`config.mk`:
```
export PLATFORM = sky130hd
export DESIGN_NAME = dtw_min_tracker
export DESIGN_NICKNAME = d
export VERILOG_FILES = /design/src/rtl/dtw_pkg.sv /design/src/rtl/dtw_min_update.sv /design/src/rtl/dtw_min_tracker.sv
export SDC_FILE = /design/constraint.sdc
export NUM_CORES = 1
export LEC_CHECK = 0
export BUFFER_PORTS_ARGS = -buffer_cell sky130_fd_sc_hd__buf_4
export CORE_UTILIZATION = 50
export DETAILED_ROUTE_END_ITERATION = 6
export MAX_ROUTING_LAYER = met4
export PLACE_DENSITY = 0.73
export SYNTH_ARGS = -nofsm -noshare
export SYNTH_HDL_FRONTEND = slang
export SYNTH_SLANG_ARGS = --single-unit
```
`constraint.sdc`:
```
create_clock -name clk -period 3.05 [get_ports clk]
set_input_delay 0.915 -clock clk [delete_from_list [all_inputs] [get_ports clk]]
set_output_delay 0.915 -clock clk [all_outputs]
set_load 0.03 [all_outputs]
```
`src/rtl/dtw_pkg.sv`:
```
// rtl/dtw_pkg.sv - shared types and constants for the DTW minimum tracker
package dtw_pkg;

    localparam int DTW_WIDTH = 16;
    localparam int DTW_IDXW  = 20;

    localparam logic [DTW_WIDTH-1:0] COST_MAX = {DTW_WIDTH{1'b1}};

    typedef enum logic [1:0] {
        IDLE = 2'd0,
        RUN  = 2'd1,
        DONE = 2'd2
    } dtw_state_t;

endpackage

```
`src/rtl/dtw_min_update.sv`:
```
// rtl/dtw_min_update.sv - combinational min/position/runner-up select (DTW_RUNNER_UP_EN)
module dtw_min_update #(
    parameter int WIDTH = 16,
    parameter int IDXW  = 20
) (
    input  logic [WIDTH-1:0] cost,
    input  logic [IDXW-1:0]  cnt,
    input  logic [WIDTH-1:0] min,
    input  logic [IDXW-1:0]  pos,
`ifdef DTW_RUNNER_UP_EN
    input  logic [WIDTH-1:0] second,
    output logic [WIDTH-1:0] next_second,
`endif
    output logic [WIDTH-1:0] next_min,
    output logic [IDXW-1:0]  next_pos
);

    // Strict compare keeps the earliest index on ties and never lets an all-ones cost move pos.
    always_comb begin
        next_min = min;
        next_pos = pos;
        if (cost < min) begin
            next_min = cost;
            next_pos = cnt;
        end
    end

`ifdef DTW_RUNNER_UP_EN
    always_comb begin
        next_second = second;
        if (cost < min) begin
            next_second = min;
        end else if (cost < second) begin
            next_second = cost;
        end
    end
`endif

endmodule

```
`src/rtl/dtw_min_tracker.sv`:
```
// rtl/dtw_min_tracker.sv - DTW cost-stream minimum tracker; optional runner-up via DTW_RUNNER_UP_EN
module dtw_min_tracker
    import dtw_pkg::*;
#(
    parameter int WIDTH = DTW_WIDTH,
    parameter int IDXW  = DTW_IDXW
) (
    input  logic             clk,
    input  logic             rst,
    input  logic             start,
    input  logic [IDXW-1:0]  ref_len,
    input  logic             cost_valid,
    input  logic [WIDTH-1:0] cost,
    output logic             cost_ready,
    output logic             busy,
    output logic             res_valid,
    input  logic             res_ready,
    output logic [WIDTH-1:0] res_min,
    output logic [IDXW-1:0]  res_pos
`ifdef DTW_RUNNER_UP_EN
    ,
    output logic [WIDTH-1:0] res_second
`endif
);

    localparam logic [WIDTH-1:0] ALL_ONES = {WIDTH{1'b1}};

    dtw_state_t       state;
    logic [IDXW-1:0]  len_q;
    logic [IDXW-1:0]  cnt;
    logic [WIDTH-1:0] min_q;
    logic [IDXW-1:0]  pos_q;
    logic [WIDTH-1:0] nxt_min;
    logic [IDXW-1:0]  nxt_pos;
    logic             last_beat;
`ifdef DTW_RUNNER_UP_EN
    logic [WIDTH-1:0] second_q;
    logic [WIDTH-1:0] nxt_second;
`endif

    dtw_min_update #(
        .WIDTH(WIDTH),
        .IDXW (IDXW)
    ) u_update (
        .cost       (cost),
        .cnt        (cnt),
        .min        (min_q),
        .pos        (pos_q),
`ifdef DTW_RUNNER_UP_EN
        .second     (second_q),
        .next_second(nxt_second),
`endif
        .next_min   (nxt_min),
        .next_pos   (nxt_pos)
    );

    assign last_beat = (cnt == len_q - 1'b1);

    // Handshake flags are registered alongside the state so they change on the same edge.
    always_ff @(posedge clk) begin
        if (rst) begin
            state      <= IDLE;
            len_q      <= '0;
            cnt        <= '0;
            min_q      <= '0;
            pos_q      <= '0;
            cost_ready <= 1'b0;
            busy       <= 1'b0;
            res_valid  <= 1'b0;
`ifdef DTW_RUNNER_UP_EN
            second_q   <= '0;
`endif
        end else begin
            case (state)
                IDLE: begin
                    if (start) begin
                        len_q    <= ref_len;
                        cnt      <= '0;
                        min_q    <= ALL_ONES;
                        pos_q    <= '0;
`ifdef DTW_RUNNER_UP_EN
                        second_q <= ALL_ONES;
`endif
                        busy     <= 1'b1;
                        if (ref_len == '0) begin
                            state     <= DONE;
                            res_valid <= 1'b1;
                        end else begin
                            state      <= RUN;
                            cost_ready <= 1'b1;
                        end
                    end
                end
                RUN: begin
                    if (cost_valid) begin
                        min_q    <= nxt_min;
                        pos_q    <= nxt_pos;
`ifdef DTW_RUNNER_UP_EN
                        second_q <= nxt_second;
`endif
                        cnt      <= cnt + 1'b1;
                        if (last_beat) begin
                            state      <= DONE;
                            cost_ready <= 1'b0;
                            res_valid  <= 1'b1;
                        end
                    end
                end
                DONE: begin
                    if (res_ready) begin
                        state     <= IDLE;
                        res_valid <= 1'b0;
                        busy      <= 1'b0;
                    end
                end
                default: begin
                    state      <= IDLE;
                    cost_ready <= 1'b0;
                    busy       <= 1'b0;
                    res_valid  <= 1'b0;
                end
            endcase
        end
    end

    assign res_min = min_q;
    assign res_pos = pos_q;
`ifdef DTW_RUNNER_UP_EN
    assign res_second = second_q;
`endif

endmodule

```
==> impl_metrics.csv <==
group,metric,value,unit
run_status,run_status,"finished, final reports clean",
clock_network,clk_latency,360,ps
grt,grt_pass1_vias,3672,
clock_network,clock_sinks,81,
synth,synth_seq_cells,81,
timing,rsz0062_at_grt,"false",
timing,fin_ws,158,ps
synth,synth_ff_type,"dfxtp_1",
synth,synth_top_area_cell,"dfxtp_1",
floorplan,die_area,9150,um2
floorplan,core_region_area,8340,um2
power_and_ir_drop,cellPowerDensity,506,nW/um2
critical_path,critPathMaxFanout,12,
grt,grt_max_degree,48,
grt,antenna_found_initial,0,
clock_network,cts_hold_buffers,0,
critical_path,rr_endpoint,"cost_ready",
grt,grt_remaining_overflow,0,
final_layout,syn2layout_area_growth,20.1,%
synth,synth_cells,545,
synth,yosys.cell_types.count,61,
synth,syn_avg_cell_area,8.04,um2
worst_hold_path,worstHoldPathCells,2,
timing,period_minus_slack,2890,ps
timing,setup_viol,0,
timing,fin_crit_sh,94.8,%
critical_path,end_kind,"flip-flop",
timing,slew_violations,0,
timing,hold_slack,472,ps
final_layout,num_antenna_cells,0,
route,detail-route-antenna-nets,0,
grt,grt_pass1_wl,17.8,mm
power_and_ir_drop,power.leakage,0.00208,uW
placed_design,dpl.hpwl,7.77,mm
synth,ys_warn_count,0,
route,dr.pass1.iters,4,
timing,maxSlewHeadroom,16.7,%
critical_path,cp_slowest_cell,"a2111oi_1",
worst_hold_path,hold_class,"flip-flop to flip-flop",
synth,synth_most_common_cell,"dfxtp_1",
floorplan,io_pins,80,
floorplan,die_width,95.6,um
timing,tightest_slew,1240,ps
critical_path,rr_startpoint,"len_q[0]",
final_layout,nets,663,
placed_design,port_buffers,79,
placed_design,finalWeightedCongestion,0.974,
critical_path,path_cells,"buf_4 > ha_1 > a21o_1 > a21o_1 > a221o_1 > a2111oi_1 > buf_4 > o21ai_4 > buf_12 > a311oi_1",
clock_network,cts_tree,"done",
route,drt_iter0_drc,207,
timing,finalHoldViolations,0,
clock_network,h-tree-depth,3,
critical_path,r2r_slack,370,ps
job,drv_cap,0,
route,wl_per_cell,14.9,um
route,drc_errors,0,
clock_network,path_clk_slew,90,ps
final_layout,layout-drive-gt1-share,20.0,%
clock_network,numCtsBuffers,9,
critical_path,path_class,"input port to flip-flop",
final_layout,stdcell_count,715,
clock_network,cts_max_path_buffers,2,
timing,timing.setup.tns,0,ps
critical_path,critPathBufInv,3,
synth,synth_fp_nets,603,
route,viasPerCell,5.65,
route,via_count,4041,
synth,synth_edf_count,0,
placed_design,post-place-ws,-236,ps
synth,synth_area,4380,um2
timing,fmax,0.346,GHz
critical_path,ff2ff_path_depth,10,
worst_hold_path,hp-start,"res_pos[6]",
critical_path,critPathLaunchType,"input port",
power_and_ir_drop,fin_total_pwr,2670,uW
clock_network,clockRootBuffer,"clkbuf_8",
power_and_ir_drop,ir_drop,206,uV
synth,synth_commonest_cells,"81 x dfxtp_1, 73 x nand2_1, 47 x nor2_1",
floorplan,rows,33,
route,routed_wl,10.7,mm
synth,ys_async_sr_fraction,0,%
critical_path,crit_required,3310,ps
critical_path,worst_path_largest_cell_delay,420,ps
synth,synth_top_cell_area_share,37.0,%
synth,ys_seq_area_share,37.0,%
grt,grt.total_usage,25.5,%
timing,fin_worst_skew,11.4,ps
placed_design,dpl.cell_count,699,
worst_hold_path,whs_endpoint,"res_pos[6]",
floorplan,start_util,52.6,%
floorplan,die_h,95.6,um
critical_path,crit_family,"compound AO/OA/AOI/OAI gates",
synth,yosys-top-cells-area,"dfxtp_1 37%, nand2_1 6.3%, ha_1 4.9%, xnor2_1 4.4%, nor2_1 4.0%",
critical_path,crit_arrival,3150,ps
==> registers in the layout, indices dropped and copies added, names as in the netlist <==
register / flops
state: 2
res_pos: 20
busy: 1
len_q: 20
cnt: 20
res_min: 16
cost_ready: 1
res_valid: 1
==> worst reg2reg max path: cells and delay by family, from the launching register on <==
| kind | cells | cell delay (ps) |
|---|---|---|
| AOI/OAI and AO/OA | 5 | 1030 |
| adders and majority gates | 1 | 250 |
| buffers and inverters | 2 | 310 |
| DFF | 1 | 400 |
| and+or+nand+nor | 2 | 570 |
==> routing by layer <==
metal | GRT usage (%) | vias to the layer above | routed length [um]
li1 | - | 2039 | -
met1 | 34.1 | 1881 | 5050
met2 | 39.6 | 108 | 4920
met3 | 4.39 | 13 | 531
met4 | 7.34 | 0 | 144
met5 | - | - | 0
==> layout by cell type (no fill, tap or decap), drive strengths merged, types with 2 or more instances in the layout <==
cell type / n
buf: 89
dfxtp: 81
nand2: 73
nor2: 47
a21oi: 34
nand3: 31
o21ai: 28
inv: 24
nor3: 24
xnor2: 22
xor2: 18
ha: 17
a311oi: 15
nand4: 13
clkbuf: 9
nor4: 9
nor2b: 6
a21o: 6
and3: 6
nand2b: 5
or3: 4
mux2i: 4
nor4b: 4
a31oi: 3
clkinvlp: 3
and4: 3
a211oi: 3
o31ai: 3
a221o: 2
nor3b: 2
==> cells by family after synthesis <==
logic type,count (synthesis),share of synthesized area (%)
AO/OA/AOI/OAI,108,16.2
XOR/XNOR,40,7.99
adder cells (fa/ha/maj),17,4.85
buffers and inverters,62,5.74
flip-flops,81,37.0
multiplexers,4,0.913
AND/OR/NAND/NOR,233,27.3
==> metrics by stage <==
step           utilization [%]  cell area, um2
2_1_floorplan                -            4380
3_3_place_gp              60.7            5060
3_5_place_dp              60.7            5060
4_1_cts                   63.1            5270
5_1_grt                   63.2            5270
6_report                  63.2            5270
==> area by class of cell <==
cell class	count	area, um2
clock buffers	9	124
clock inverters	7	78.8
fillers	746	3070
inverters	22	82.6
multi-input cells	402	2520
flip-flops and latches	81	1620
well taps	105	131
repair buffers	89	706
==> power breakdown <==
group / internal, uW / switching [uW]
clock: 385 / 429
sequential: 1110 / 57.0
combinational: 289 / 395
total: 1790 / 881
==> how the worst max path moves through the flow <==
| stage | to | depth (start not counted) | start | slack, ps |
|---|---|---|---|---|
| after detailed placement | res_min[2] | 11 | cost[9] | -240 |
| after floorplan | res_min[1] | 8 | cost[9] | 50 |
| after global placement | res_min[9] | 11 | cost[9] | -150 |
| after CTS | res_min[6] | 10 | cost[9] | 140 |
| final | res_min[6] | 10 | cost[9] | 160 |
| after global routing | res_min[7] | 11 | cost[9] | 2 |
==> repair_timing <==
item | CTS | global route
buffers inserted | 0 | 0
endpoints found under the setup margin | 0 | 5
resized for setup | 0 | 1
(Power assumes the default switching activity.)
